<file path="config.mk">
export PLATFORM = sky130hd
export DESIGN_NAME = rgb_to_ycbcr
export DESIGN_NICKNAME = d
export VERILOG_FILES = /design/src/rtl/demosaic_pkg.sv /design/src/rtl/axis_geom_check.sv /design/src/rtl/rgb_to_ycbcr.sv
export SDC_FILE = /design/constraint.sdc
export NUM_CORES = 1
export LEC_CHECK = 0
export CAP_MARGIN = 5
export CORE_MARGIN = 4
export CORE_UTILIZATION = 35
export CTS_BUF_LIST = sky130_fd_sc_hd__clkbuf_16
export DETAILED_ROUTE_END_ITERATION = 16
export PLACE_DENSITY_LB_ADDON = 0.2
export SYNTH_ARGS = -nofsm -noshare
export SYNTH_HDL_FRONTEND = slang
export SYNTH_SLANG_ARGS = --single-unit
</file>
<file path="constraint.sdc">
create_clock -name clk -period 3.35 [get_ports clk]
set_input_delay 0.67 -clock clk [delete_from_list [all_inputs] [get_ports clk]]
set_output_delay 0.67 -clock clk [all_outputs]
set_load 0.01 [all_outputs]
</file>
<file path="src/rtl/demosaic_pkg.sv">
// Shared constants and helpers for the RGB -> YCbCr colour-space converter.
// Coefficients are 8.8 fixed point (scaled by 256) BT.601 full-range values.
package demosaic_pkg;

  localparam int PIX_W = 24;
  localparam int CH_W  = 8;
  localparam int ACC_W = 18;

  typedef logic signed [ACC_W-1:0] acc_t;

  localparam acc_t C_Y_R  =  18'sd77;
  localparam acc_t C_Y_G  =  18'sd150;
  localparam acc_t C_Y_B  =  18'sd29;
  localparam acc_t C_CB_R = -18'sd43;
  localparam acc_t C_CB_G = -18'sd85;
  localparam acc_t C_CB_B =  18'sd128;
  localparam acc_t C_CR_R =  18'sd128;
  localparam acc_t C_CR_G = -18'sd107;
  localparam acc_t C_CR_B = -18'sd21;

  // Half an LSB after the >>8, so the floor shift rounds to nearest.
  localparam acc_t ROUND  = 18'sd128;
  // Chroma mid-scale offset.
  localparam acc_t OFFSET = 18'sd128;

  typedef struct packed {
    acc_t yr;
    acc_t yg;
    acc_t yb;
    acc_t cbr;
    acc_t cbg;
    acc_t cbb;
    acc_t crr;
    acc_t crg;
    acc_t crb;
  } prod_t;

  typedef struct packed {
    acc_t y;
    acc_t cb;
    acc_t cr;
  } ycc_acc_t;

  // Zero-extend an 8-bit channel into the signed accumulator width.
  function automatic acc_t widen(input logic [CH_W-1:0] c);
    return acc_t'({{(ACC_W-CH_W){1'b0}}, c});
  endfunction

  // Clamp a signed intermediate to the unsigned 8-bit channel range.
  function automatic logic [CH_W-1:0] sat_ch(input acc_t v);
    if (v < 18'sd0) begin
      return '0;
    end else if (v > 18'sd255) begin
      return '1;
    end else begin
      return v[CH_W-1:0];
    end
  endfunction

endpackage

</file>
<file path="src/rtl/axis_geom_check.sv">
// Frame geometry checker for an AXI-Stream video input. Tracks the
// column/row of every accepted pixel and raises sticky flags when the
// start-of-frame (tuser) or end-of-line (tlast) markers disagree with
// the expected position. A tuser pixel resynchronises the counters.
module axis_geom_check #(
  parameter int Nrows = 349,
  parameter int Ncol  = 349
) (
  input  logic clk,
  input  logic rst,
  input  logic accept,
  input  logic tuser,
  input  logic tlast,
  output logic err_sof,
  output logic err_eol
);

  localparam int CW = (Ncol  > 1) ? $clog2(Ncol)  : 1;
  localparam int RW = (Nrows > 1) ? $clog2(Nrows) : 1;
  localparam logic [CW-1:0] COL_LAST = CW'(Ncol - 1);
  localparam logic [RW-1:0] ROW_LAST = RW'(Nrows - 1);

  logic [CW-1:0] col;
  logic [RW-1:0] row;
  logic          at_origin;
  logic          at_eol;

  assign at_origin = (col == '0) && (row == '0);
  assign at_eol    = (col == COL_LAST);

  // Position tracking and sticky error capture on each accepted pixel.
  always_ff @(posedge clk or negedge rst) begin
    if (!rst) begin
      col     <= '0;
      row     <= '0;
      err_sof <= 1'b0;
      err_eol <= 1'b0;
    end else if (accept) begin
      if (tuser != at_origin) err_sof <= 1'b1;
      if (tlast != at_eol)    err_eol <= 1'b1;
      if (tuser) begin
        col <= CW'(1);
        row <= '0;
      end else if (at_eol) begin
        col <= '0;
        row <= (row == ROW_LAST) ? '0 : row + 1'b1;
      end else begin
        col <= col + 1'b1;
      end
    end
  end

endmodule

</file>
<file path="src/rtl/rgb_to_ycbcr.sv">
// RGB888 -> YCbCr888 converter, AXI-Stream in and out.
// Three stages (products, sums, shift/offset/clamp) advance together on a
// single enable, so the whole pipe stalls as one when the output is blocked.
// Optional frame geometry checking is built when RGB_TO_YCBCR_GEOM_CHECK_EN
// is defined; otherwise err_sof/err_eol are constant 0.
module rgb_to_ycbcr
  import demosaic_pkg::*;
#(
  parameter int Nrows = 349,
  parameter int Ncol  = 349
) (
  input  logic             clk,
  input  logic             rst,
  input  logic             s_axis_tvalid,
  input  logic             s_axis_tuser,
  input  logic             s_axis_tlast,
  input  logic [PIX_W-1:0] s_axis_tdata,
  output logic             s_axis_tready,
  output logic             m_axis_tvalid,
  output logic             m_axis_tuser,
  output logic             m_axis_tlast,
  output logic [PIX_W-1:0] m_axis_tdata,
  input  logic             m_axis_tready,
  output logic             err_sof,
  output logic             err_eol
);

  logic     en;
  acc_t     r_s, g_s, b_s;
  logic     v1, u1, l1;
  prod_t    p1;
  logic     v2, u2, l2;
  ycc_acc_t s2;

  assign en            = m_axis_tready | ~m_axis_tvalid;
  assign s_axis_tready = en;

  assign r_s = widen(s_axis_tdata[23:16]);
  assign g_s = widen(s_axis_tdata[15:8]);
  assign b_s = widen(s_axis_tdata[7:0]);

  // Stage 1: nine coefficient products plus sideband.
  always_ff @(posedge clk or negedge rst) begin
    if (!rst) begin
      v1 <= 1'b0;
      u1 <= 1'b0;
      l1 <= 1'b0;
      p1 <= '0;
    end else if (en) begin
      v1     <= s_axis_tvalid;
      u1     <= s_axis_tuser;
      l1     <= s_axis_tlast;
      p1.yr  <= r_s * C_Y_R;
      p1.yg  <= g_s * C_Y_G;
      p1.yb  <= b_s * C_Y_B;
      p1.cbr <= r_s * C_CB_R;
      p1.cbg <= g_s * C_CB_G;
      p1.cbb <= b_s * C_CB_B;
      p1.crr <= r_s * C_CR_R;
      p1.crg <= g_s * C_CR_G;
      p1.crb <= b_s * C_CR_B;
    end
  end

  // Stage 2: per-component sums including the rounding constant.
  always_ff @(posedge clk or negedge rst) begin
    if (!rst) begin
      v2 <= 1'b0;
      u2 <= 1'b0;
      l2 <= 1'b0;
      s2 <= '0;
    end else if (en) begin
      v2    <= v1;
      u2    <= u1;
      l2    <= l1;
      s2.y  <= p1.yr  + p1.yg  + p1.yb  + ROUND;
      s2.cb <= p1.cbr + p1.cbg + p1.cbb + ROUND;
      s2.cr <= p1.crr + p1.crg + p1.crb + ROUND;
    end
  end

  // Stage 3: floor shift, chroma offset, clamp into the output register.
  always_ff @(posedge clk or negedge rst) begin
    if (!rst) begin
      m_axis_tvalid <= 1'b0;
      m_axis_tuser  <= 1'b0;
      m_axis_tlast  <= 1'b0;
      m_axis_tdata  <= '0;
    end else if (en) begin
      m_axis_tvalid <= v2;
      m_axis_tuser  <= u2;
      m_axis_tlast  <= l2;
      m_axis_tdata  <= {sat_ch(s2.y >>> 8),
                        sat_ch((s2.cb >>> 8) + OFFSET),
                        sat_ch((s2.cr >>> 8) + OFFSET)};
    end
  end

`ifdef RGB_TO_YCBCR_GEOM_CHECK_EN
  axis_geom_check #(
    .Nrows (Nrows),
    .Ncol  (Ncol)
  ) u_geom_check (
    .clk     (clk),
    .rst     (rst),
    .accept  (s_axis_tvalid & en),
    .tuser   (s_axis_tuser),
    .tlast   (s_axis_tlast),
    .err_sof (err_sof),
    .err_eol (err_eol)
  );
`else
  assign err_sof = 1'b0;
  assign err_eol = 1'b0;
`endif

endmodule

</file>
Word-level counts from Yosys, hierarchy flattened
Cells that the tools add are included.

operators by class
  muxes and demuxes = 6
  $lt $le $gt $ge = 6
  $mul = 7
  add/sub/neg operators = 11
  bitwise logic cells = 2

operators with widths
  operator                                                                          count
  18-bit adder                                                                      4
  18-bit by 9-bit adder with 18-bit output, second input constant                   3
  8-bit two-way mux                                                                 6
  9-bit by 8-bit multiplier with 17-bit output, second input constant               2
  8-bit by 7-bit multiplier with 15-bit output, second input constant               2
  10-bit by 9-bit adder with 11-bit output, second input constant                   2
  11-bit by 9-bit greater-than comparator with 1-bit output, second input constant  2
  11-bit by 1-bit < comparator with 1-bit output, second input constant             2
  16-bit by 18-bit adder with 18-bit output                                         1
  18-bit by 16-bit adder with 18-bit output                                         1
  9-bit by 7-bit multiplier with 16-bit output, second input constant               1
  9-bit by 6-bit multiplier with 15-bit output, second input constant               1
  8-bit by 5-bit multiplier with 13-bit output, second input constant               1
  10-bit by 9-bit greater-than comparator with 1-bit output, second input constant  1
  10-bit by 1-bit < comparator with 1-bit output, second input constant             1
  1-bit NOT                                                                         1
  1-bit OR                                                                          1

word-level totals
  input bits = 30
  output and inout bits = 30
  register bits after elaboration = 228
  logic and storage cells = 54

Logic depth before layout (Yosys ltp)
Gate-level depths: netlist (run 1).

  word-level depth = 4
  mapped depth = 17
  gate-level depth less buffers = 17

Least setup slack after synthesis (run 1)
OpenSTA, ideal clock, no wires.

  path type = input port to flip-flop
  start point = in s_axis_tdata[2]
  end point = reg p1[16] in the netlist's numbering
  path buffers = 0
  arrival = 4.194 ns
  required time = 3.268 ns
  cell stages on the path = 15
  path slack = -0.926 ns
  setup time = 0.082 ns
  cells stage by stage = inv_1 > ha_1 > inv_1 > ha_1 > fa_1 > fa_1 > fa_1 > a21o_1 > a21oi_1 > o21bai_1 > a21oi_1 > o21ai_0 > nor3b_1 > or3_1 > a31oi_1

between the ends
  word-level cells in the longest chain between the ends = 1

ends and longest elaborated chain
  item                                          line                text
  start, declared                               rgb_to_ycbcr.sv:17  input logic [PIX_W-1:0] s_axis_tdata,
  9-bit by 6-bit multiplier with 15-bit output  rgb_to_ycbcr.sv:61  p1.crb <= b_s * C_CR_B;
  end, declared                                 rgb_to_ycbcr.sv:31  prod_t p1;

Every way passes these cells.
A chain may end at the register's enable or synchronous reset.

Worst setup path after layout (run 1)
  start point = in s_axis_tdata[12]
  end point = reg p1[88] in the netlist's numbering

between the ends
  word-level cells in the longest chain between the ends = 1

ends and longest elaborated chain
  item                                          line                text
  9-bit by 8-bit multiplier with 17-bit output  rgb_to_ycbcr.sv:57  p1.cbg <= g_s * C_CB_G;

Every way passes these cells.

==> out/results.ini, run 1 <==
[routing]
routed_wl_mm=40.0
vias=12400
wire_per_inst_um=15.3
drt_iter0_drc=521
drc=0
viasPerCell=4.72
drt_pre_antenna_iters=7
postRouteAntennaNets=0

[pwr]
internal_power_mw=11.6
p_per_area_mw_per_mm2=930
pwr-share-comb=0.707
p_leak_nw=10.7
p_sw_mw=9.04
swShare=0.439
ir_worst_vdd_uv=574
p_seq_frac=0.192
clkPwrFrac=0.101

[logic_synthesis]
syn_area_mm2=0.0162
ys.flop_type=dfrtp_1
synth-seq-cells=175
ys_types=54
synth-edff-count=0
synthCells=1684
ys_seq_area_frac=0.270
synthArstFlopShare=1.00
synth-warning-count=0
syn_area_per_cell_um2=9.63

[clock_network]
clkLatencyLatePin_ns=0.44
cts_sinks=175
cts_root_buf=clkbuf_16
cts_buffers=17
cts.htree.levels=4
clk_path_buf_depth=2
clkTransAtPathRegs_ns=0.08
holdBufCountCts=0
cts_tree=done

[setup_path]
startpoint_type=input port
critPathKind=in2reg
r2r-end=s2[48]$_DFFE_PN0P_
worstPathRequired_ns=3.64
cp-end-kind=flop
cp_data_arrival_time_ns=3.99
setup.worst_path.start=s_axis_tdata[12]
worstReg2RegStart=p1[131]$_DFFE_PN0P_
r2r_slack_ns=0.10
cp_max_fo=7
r2r_cells=11

[floorplanning]
die_y_um=223
die_w_um=223
pin_count=60
fp.dieArea_mm2=0.0499
start_util=0.356
fp.coreArea_mm2=0.0456
num_rows=78

[sta]
drv_slew=0
fin_ws_ns=-0.342
fin_skew_ns=0.0130
tns_ns=-3.55
max_slew_margin=0.466
final_hold_viol_count=0
fmax_ghz=0.271
worst_slew_pin_slew_ns=0.801
period_share=1.10
setup_viol=25
rsz0062_at_grt=yes
period_needed_ns=3.69

[flow_run]
drv_cap=0

[status]
violations=negative setup slack
run_status=complete, but fails checks

[finish]
drive_gt1_frac=0.292
final_nets=2496
postLayoutCoreUtil=0.486
final_common_cell=ha_1
layout_common_cells=ha_1 (269), buf_4 (245), nand2_1 (188)
syn_to_final_growth_pct=36.7
final_area_mm2=0.0222
diodes=0

[min_path]
worst_hold_path_type=in2async

[placed_design]
place_congestion=0.817
place_area_mm2=0.0199
dp_slack_ns=-1.40
hpwl_mm=31.7
port_buffers=57

[global_route]
grt_max_degree=182
grt_usage=0.163
grt_pass1_vias=12900
antenna_found_initial=0
grt_overflow=0
grt_pass1_wl_mm=66.5

cells in the mapped netlist (all sizes together), types with 20 or more instances:
master / count / area share
a21oi: 112 / 0.035
o21bai: 25 / 0.012
nand2: 188 / 0.044
fa: 99 / 0.12
xor2: 38 / 0.021
ha: 361 / 0.28
xnor2: 55 / 0.030
dfrtp: 175 / 0.27
nor2: 134 / 0.031
a21o: 20 / 0.0093
inv: 207 / 0.048
nor3: 31 / 0.0096
clkbuf: 35 / 0.0081
o21ai: 87 / 0.027
worst max-delay path: stages:
cell     delay [ns]
buf_12         0.12
ha_4           0.27
ha_4           0.19
ha_4           0.26
inv_2          0.03
fa_1           0.48
inv_2          0.04
ha_4           0.15
fa_2           0.37
a21o_1         0.23
a21oi_4        0.13
o21ai_1        0.08
o211a_1        0.13
a41o_1         0.20
o41a_1         0.38
xnor2_1        0.16
a21oi_1        0.08
power groups by stage:
| stage | clock network (mW) | registers (mW) | logic [mW] |
|---|---|---|---|
| 4_1_cts | 2.14 | 3.98 | 14.0 |
| 5_1_grt | 2.23 | 4.08 | 16.5 |
| 2_1_floorplan | 0 | 3.77 | 9.19 |
| 3_5_place_dp | 0 | 4.01 | 13.1 |
| 3_3_place_gp | 0 | 3.99 | 12.8 |
| 6_report | 2.08 | 3.95 | 14.6 |
logic make-up (layout without fill, tap and decap cells):
kind of cell	count (synthesis)	count (layout)	share of synthesized area
flip-flops	175	175	0.270
XOR/XNOR	93	93	0.0502
AO/OA/AOI/OAI	310	310	0.120
AND/OR/NAND/NOR	397	397	0.101
other	1	2	0.000231
buffers and inverters	248	582	0.0579
adder cells (fa/ha/maj)	460	460	0.401
metal layers:
| metal | part of all wire | GRT usage |
|---|---|---|
| met5 | 0 | 0 |
| met4 | 0.019 | 0.0364 |
| met3 | 0.017 | 0.0184 |
| met2 | 0.49 | 0.278 |
| met1 | 0.48 | 0.224 |
flip-flops by register name (all words and copies together), names as in the netlist:
| register | count |
|---|---|
| u1 | 1 |
| m_axis_tuser | 1 |
| l2 | 1 |
| p1 | 112 |
| l1 | 1 |
| m_axis_tlast | 1 |
| v2 | 1 |
| u2 | 1 |
| v1 | 1 |
| m_axis_tvalid | 1 |
| s2 | 30 |
| m_axis_tdata | 24 |
repair_timing:
item	CTS	global route
endpoints found under the setup margin	61	54
gates resized for setup	222	119
buffers inserted	37	26
pin swaps	148	132
worst max path at each step:
| stage | to | slack [ns] | cells after the start |
|---|---|---|---|
| after floorplan | p1[16]$_DFFE_PN0P_ | -0.62 | 15 |
| after global placement | p1[88]$_DFFE_PN0P_ | -1.33 | 18 |
| after detailed placement | p1[88]$_DFFE_PN0P_ | -1.40 | 18 |
| after CTS | p1[88]$_DFFE_PN0P_ | -0.42 | 18 |
| after global routing | p1[88]$_DFFE_PN0P_ | -0.47 | 17 |
| final | p1[88]$_DFFE_PN0P_ | -0.34 | 17 |
final cells by class:
cell class | count | area [µm²]
Clock buffer | 17 | 425
Clock inverter | 15 | 181
Fill cell | 4179 | 23400
Inverter | 207 | 855
Multi-Input combinational cell | 1262 | 12600
Sequential cell | 175 | 4380
Tap cell | 600 | 751
Timing Repair Buffer | 343 | 2970
per-stage QoR:
stage	power, mW	instances	hold WS [ns]
floorplan	13.0	1685	0.374
finish	20.6	2619	0.285
CTS	20.1	2602	0.298
detailed placement	17.1	2535	0.452
global placement	16.8	2535	0.452
global route	22.8	2619	0.321
No activity file was read; power rests on OpenSTA's default activity.
==> inputs of run 2 (changes only) <==
--- a/config.mk
+++ b/config.mk
@@ -6,10 +6,12 @@
 export NUM_CORES = 1
 export LEC_CHECK = 0
 export CAP_MARGIN = 5
+export CORE_ASPECT_RATIO = 1.25
 export CORE_MARGIN = 4
 export CORE_UTILIZATION = 35
 export CTS_BUF_LIST = sky130_fd_sc_hd__clkbuf_16
 export DETAILED_ROUTE_END_ITERATION = 16
+export HOLD_SLACK_MARGIN = 0.03
 export PLACE_DENSITY_LB_ADDON = 0.2
 export SYNTH_ARGS = -nofsm -noshare
 export SYNTH_HDL_FRONTEND = slang
==> run 2 against run 1 <==
  * The run still ends with negative setup slack left
  * Maximum frequency fell by 3.5%
  * Clock power fell by 4%
  * Register-to-register slack improved by 0.02 ns
  * Routed wire length fell by 2.8%
  * Combinational power barely moved
  * Critical path type unchanged
  * Critical endpoint unchanged
  * Largest power group unchanged
  * Highest routed layer unchanged
==> out/results.ini, run 2 (synthesis gave the netlist of run 1 again) <==
[status]
run_status=complete, but fails checks
violations=negative setup slack

[pwr]
power_mw=20.2  ; -1.9%
ir_worst_vdd_uv=510  ; -11%
p_per_area_mw_per_mm2=919  ; -1.2%
p_leak_nw=10.7  ; +0.31%

[setup_path]
crit_buf_inv=6  ; +3
crit_family=adder cells
r2r-end=s2[48]$_DFFE_PN0P_
worstReg2RegStart=p1[74]$_DFFE_PN0P_
critPathKind=in2reg
slowest_stage=fa_1
cp_slowest_stage_delay_ns=0.49  ; about the same
r2r_slack_ns=0.12  ; +0.02 ns
cp_data_arrival_time_ns=4.12  ; +0.13 ns
startpoint_type=input port
crit_chain=buf_12 -> buf_12 -> ha_4 -> inv_4 -> fa_1 -> inv_1 -> ha_1 -> inv_2 -> fa_1 -> inv_2 -> ha_4 -> or3_1 -> o211a_1 -> a41o_1 -> o41a_1 -> xnor2_1 -> a21oi_1
cp_max_fo=4  ; -3
r2r_cells=11  ; unchanged
worstPathRequired_ns=3.64  ; about the same
cp-end-kind=flop

[min_path]
worst_hold_path_type=in2async

[clock_network]
cts_root_buf=clkbuf_16
cts_buffers=17  ; unchanged
clkLatencyLatePin_ns=0.44  ; about the same
clkTransAtPathRegs_ns=0.07  ; about the same
cts_tree=done
cts.htree.levels=4  ; unchanged
clk_path_buf_depth=2  ; unchanged
cts_sinks=175  ; unchanged

[global_route]
grt_pass1_wl_mm=65.5  ; -1.5%
grt_pass1_vias=13200  ; +1.7%
grt_usage=0.159  ; -0.00400
grt_max_degree=182  ; unchanged
grt_overflow=0  ; unchanged
antenna_found_initial=0  ; unchanged

[routing]
postRouteAntennaNets=0  ; unchanged
wire_per_inst_um=14.9  ; -2.2%
drc=0  ; unchanged
routed_wl_mm=38.8  ; -2.8%
viasPerCell=4.78  ; +1.2%
drt_iter0_drc=370  ; -29%
drt_pre_antenna_iters=4  ; -3
vias=12400  ; +0.50%

[sta]
fin_ws_ns=-0.476  ; -0.134 ns
period_needed_ns=3.83  ; +0.134 ns
fmax_ghz=0.261  ; -3.5%
setup_viol=33  ; +32%
drv_slew=0  ; unchanged
max_slew_margin=0.489  ; +0.0238
tns_ns=-6.99  ; -3.44 ns
fin_skew_ns=0.0126  ; -0.000403 ns
period_share=1.14  ; +0.0401
final_hold_viol_count=0  ; unchanged
rsz0062_at_grt=yes
worst_slew_pin_slew_ns=0.766  ; -0.0357 ns

[finish]
largest_register_ffs=112  ; unchanged
largest_registers=p1 x112, s2 x30, m_axis_tdata x24
layout_common_cells=ha_1 (284), buf_4 (239), nand2_1 (188)
seq_area_mm2=0.00438  ; unchanged
fillCellCount=4214  ; +0.84%
drive_gt1_frac=0.278  ; -0.0134
final_nets=2500  ; +0.16%
syn_to_final_growth_pct=35.7
top_register=p1
diodes=0  ; unchanged
multiInputGateArea_mm2=0.0124  ; -1.7%
final_common_cell=ha_1

[floorplanning]
fp.coreArea_mm2=0.0455  ; -0.16%
num_rows=87  ; +12%
pin_count=60  ; unchanged
die_w_um=201  ; -10%
start_util=0.356  ; +0.000587
fp.dieArea_mm2=0.0499  ; about the same
die_y_um=249  ; +11%

[placed_design]
hpwl_mm=30.8  ; -2.9%
place_congestion=0.833  ; +2.0%
port_buffers=57  ; unchanged

[flow_run]
drv_cap=0  ; unchanged

==> run 2: cell types whose count changed in the layout (fill, tap and decap cells not counted), moves of 4 or more <==
cell	before	now
ha_1	269	284
ha_4	86	73
inv_2	40	33
buf_4	245	239
buf_6	39	45
inv_1	155	160
dlygate4sd2_1	2	6
==> run 2: timing repair <==
action	in CTS	in global routing
resized for setup	230	77
endpoints found under the setup margin	63	51
cloned	0	0
setup buffers	44	19
pin swaps	158	128
hold buffers	0	0
==> run 2: worst max path at each step <==
stage | slack, ns | to | start | depth (start not counted)
3_3_place_gp | -1.36 | p1[88]$_DFFE_PN0P_ | s_axis_tdata[11] | 17
3_5_place_dp | -1.40 | p1[88]$_DFFE_PN0P_ | s_axis_tdata[11] | 17
6_report | -0.48 | p1[88]$_DFFE_PN0P_ | s_axis_tdata[12] | 17
2_1_floorplan | -0.62 | p1[16]$_DFFE_PN0P_ | s_axis_tdata[2] | 15
4_1_cts | -0.52 | p1[88]$_DFFE_PN0P_ | s_axis_tdata[12] | 19
5_1_grt | -0.54 | p1[88]$_DFFE_PN0P_ | s_axis_tdata[12] | 17
==> run 2: layout make-up <==
class | count | share of cell area
Clock inverter | 15 | 0.00699
Timing Repair Buffer | 347 | 0.140
Inverter | 207 | 0.0387
Sequential cell | 175 | 0.199
Multi-Input combinational cell | 1262 | 0.563
Tap cell | 578 | 0.0329
Clock buffer | 17 | 0.0193
==> run 2: power breakdown <==
group | switching, mW | leakage (nW) | total [mW] | internal, mW
registers | 0.798 | 2.04 | 3.93 | 3.14
logic | 7.13 | 8.37 | 14.3 | 7.16
clock network | 0.950 | 0.278 | 2.00 | 1.05
total | 8.88 | 10.7 | 20.2 | 11.3
==> run 2: per-layer routing <==
metal,up-vias,part of all wire,global-route usage
met5,-,0,0
met4,0,0.018,0.0386
met3,31,0.019,0.0168
met2,100,0.53,0.294
met1,5966,0.44,0.199
li1,6323,-,-
==> run 2: per-stage QoR <==
| stage | worst slack [ns] | area (µm²) | std cells | utilization | hold slack (ns) |
|---|---|---|---|---|---|
| 2_1_floorplan | -0.624 | 16900 | 1685 | - | 0.374 |
| 3_3_place_gp | -1.36 | 19900 | 2514 | 0.437 | 0.440 |
| 3_5_place_dp | -1.40 | 19900 | 2514 | 0.437 | 0.447 |
| 4_1_cts | -0.519 | 21500 | 2587 | 0.473 | 0.296 |
| 5_1_grt | -0.537 | 22000 | 2601 | 0.484 | 0.275 |
| 6_report | -0.476 | 22000 | 2601 | 0.484 | 0.231 |
==> run 2: worst reg2reg max path: cells and delay by family, from the launching register on <==
kind,cells,cell delay (ns)
xor gates and xnor gates,1,0.17
DFF,1,0.41
and+or+nand+nor,2,0.32
AOI/OAI and AO/OA,5,1.09
adders and majority gates,3,1.09
==> inputs of run 3 (changes only) <==
--- a/config.mk
+++ b/config.mk
@@ -9,7 +9,7 @@
 export CORE_ASPECT_RATIO = 1.25
 export CORE_MARGIN = 4
 export CORE_UTILIZATION = 35
-export CTS_BUF_LIST = sky130_fd_sc_hd__clkbuf_16
+export CTS_BUF_LIST = sky130_fd_sc_hd__clkbuf_2 sky130_fd_sc_hd__clkbuf_4 sky130_fd_sc_hd__clkbuf_8
 export DETAILED_ROUTE_END_ITERATION = 16
 export HOLD_SLACK_MARGIN = 0.03
 export PLACE_DENSITY_LB_ADDON = 0.2
==> run 3 against run 2 <==
  * The flow still finishes with violations (negative setup slack)
  * Routed wire length is 0.30% higher
  * Sequential share of layout area grew 0.15 points
  * Clock-buffer cell count is 2 higher
  * Cell area decreased by 0.76%
  * Non-clock buffer count fell by 1
  * Sequential cell count stayed put
  * Die area did not move
==> out/results.ini, run 3 (synthesis gave the netlist of run 1 again) <==
[status]
run_status=complete, but fails checks
violations=negative setup slack

[finish]
largest_registers=p1 x112, s2 x30, m_axis_tdata x24
largest_register_ffs=112  ; unchanged
top_register=p1
seq_area_mm2=0.00438  ; unchanged
drive_gt1_frac=0.285  ; +0.00706
final_nets=2499  ; -0.040%
layout_common_cells=ha_1 (277), buf_4 (244), nand2_1 (188)
multiInputGateArea_mm2=0.0125  ; +0.66%
fillCellCount=4235  ; +0.50%
finalNonFillerCells=2600  ; -0.038%
final_common_cell=ha_1
syn_to_final_growth_pct=34.7
diodes=0  ; unchanged

[pwr]
pwr-share-comb=0.722  ; +0.015
internal_power_mw=10.9  ; -3.6%
power_mw=19.8  ; -2.3%
clkPwrFrac=0.079  ; -0.020
p_leak_nw=10.6  ; -1.1%
p_sw_mw=8.83  ; -0.59%
swShare=0.447  ; +0.00748
ir_worst_vdd_uv=466  ; -8.6%
p_seq_frac=0.199  ; +0.004
p_per_area_mw_per_mm2=905  ; -1.5%

[flow_run]
drv_cap=0  ; unchanged

[clock_network]
cts_buffers=17  ; unchanged
cts_tree=done
holdBufCountCts=0  ; unchanged
clkLatencyLatePin_ns=0.49  ; +0.05 ns
clk_path_buf_depth=2  ; unchanged
cts_sinks=175  ; unchanged
clkTransAtPathRegs_ns=0.10  ; +0.03 ns
cts.htree.levels=4  ; unchanged
cts_root_buf=clkbuf_8

[setup_path]
cp_slowest_stage_delay_ns=0.50  ; about the same
r2r_slack_ns=0.14  ; +0.02 ns
cp-end-kind=flop
critPathKind=in2reg
worstPathRequired_ns=3.69  ; +0.05 ns
cp_max_fo=4  ; unchanged
crit_chain=buf_8 -> buf_6 -> ha_4 -> ha_4 -> ha_4 -> inv_2 -> fa_1 -> inv_2 -> ha_4 -> fa_2 -> a21o_1 -> a21oi_4 -> o21ai_1 -> o211a_1 -> a41o_1 -> o41a_1 -> xnor2_1 -> a21oi_1
cp_data_arrival_time_ns=4.13  ; about the same
cpMostUsedCell=ha_4
slowest_stage=fa_1
startpoint_type=input port

[global_route]
grt_pass1_wl_mm=65.2  ; -0.43%
grt_max_degree=182  ; unchanged
use_met1=0.199  ; +0.000609
antenna_found_initial=0  ; unchanged
use_met3=0.0173  ; +0.000521
busiest_layer=met2
grt_usage=0.158  ; -0.000654
grt_overflow=0  ; unchanged
grt_pass1_vias=13100  ; -0.49%
grt_util_met2=0.290  ; -0.00457

[sta]
drv_slew=0  ; unchanged
worst_slew_pin_slew_ns=0.760  ; -0.00587 ns
fin_skew_ns=0.0230  ; +0.0104 ns
tns_ns=-4.45  ; +2.54 ns
fmax_ghz=0.264  ; +0.86%
setup_viol=27  ; -18%
fin_ws_ns=-0.444  ; +0.0327 ns
final_hold_viol_count=0  ; unchanged
period_needed_ns=3.79  ; -0.0327 ns
period_share=1.13  ; -0.00975
holdWs_ns=0.186  ; -0.0459 ns
rsz0062_at_grt=yes
max_slew_margin=0.493  ; +0.00391

[routing]
viasPerCell=4.77  ; -0.13%
drc=0  ; unchanged
drt_pre_antenna_iters=5  ; +1
drt_iter0_drc=443  ; +20%
vias=12400  ; -0.17%
postRouteAntennaNets=0  ; unchanged
routed_wl_mm=38.9  ; +0.30%
wire_per_inst_um=15.0  ; +0.34%

[floorplanning]
fp.dieArea_mm2=0.0499  ; unchanged
num_rows=87  ; unchanged
start_util=0.356  ; unchanged
die_w_um=201  ; unchanged
fp.coreArea_mm2=0.0455  ; unchanged
die_y_um=249  ; unchanged
pin_count=60  ; unchanged

[placed_design]
hpwl_mm=30.8  ; unchanged
port_buffers=57  ; unchanged
dpl.cell_count=2514  ; unchanged
place_congestion=0.833  ; unchanged

[min_path]
worst_hold_path_type=in2async

run 3: metal layers:
| layer | part of all wire | vias up |
|---|---|---|
| met5 | 0 | - |
| met1 | 0.44 | 5943 |
| met3 | 0.022 | 39 |
| met4 | 0.021 | 0 |
| met2 | 0.52 | 108 |
| li1 | - | 6309 |
run 3: cell type report:
type                            count  area share
Timing Repair Buffer              346       0.138
Clock buffer                       19      0.0120
Multi-Input combinational cell   1262       0.571
Sequential cell                   175       0.201
Clock inverter                     13     0.00670
Inverter                          207      0.0388
Tap cell                          578      0.0331
run 3: path summary, 6_finish.rpt:
check	start	to	cells past startpoint
worst max register to register	p1[131]$_DFFE_PN0P_	s2[48]$_DFFE_PN0P_	11
worst max-delay path	s_axis_tdata[12]	p1[88]$_DFFE_PN0P_	18
worst min-delay path	rst	m_axis_tlast$_DFFE_PN0P_	1
worst min register to register	v2$_DFFE_PN0P_	m_axis_tvalid$_DFFE_PN0P_	1
min in group clk	v2$_DFFE_PN0P_	m_axis_tvalid$_DFFE_PN0P_	1
max in group asynchronous	rst	p1[31]$_DFFE_PN0P_	2
run 3: power groups by stage:
stage / clock network (mW) / logic (mW) / registers (mW)
2_1_floorplan: 0 / 9.19 / 3.77
3_3_place_gp: 0 / 12.9 / 3.99
3_5_place_dp: 0 / 13.2 / 4.01
4_1_cts: 1.62 / 14.0 / 3.96
5_1_grt: 1.71 / 16.2 / 4.07
6_report: 1.56 / 14.3 / 3.94
run 3: repair_timing:
action                                  4_1_cts  5_1_grt
gates resized for setup                     215      105
endpoints found under the setup margin       62       50
buffers inserted                             41       22
pin swaps                                   155      129
run 3: metrics by stage:
step	setup WS [ns]	cell area, µm²	utilization
global route	-0.486	21800	0.480
global placement	-1.36	19900	0.437
finish	-0.444	21800	0.480
CTS	-0.468	21300	0.467
detailed placement	-1.40	19900	0.437
floorplan	-0.624	16900	-
run 3: critical path, delay by kind of cell:
| family | cells | cell delay [ns] |
|---|---|---|
| AO/OA/AOI/OAI | 7 | 1.27 |
| XOR/XNOR | 1 | 0.16 |
| adder cells (fa/ha/maj) | 6 | 1.73 |
| buffers and inverters | 4 | 0.30 |
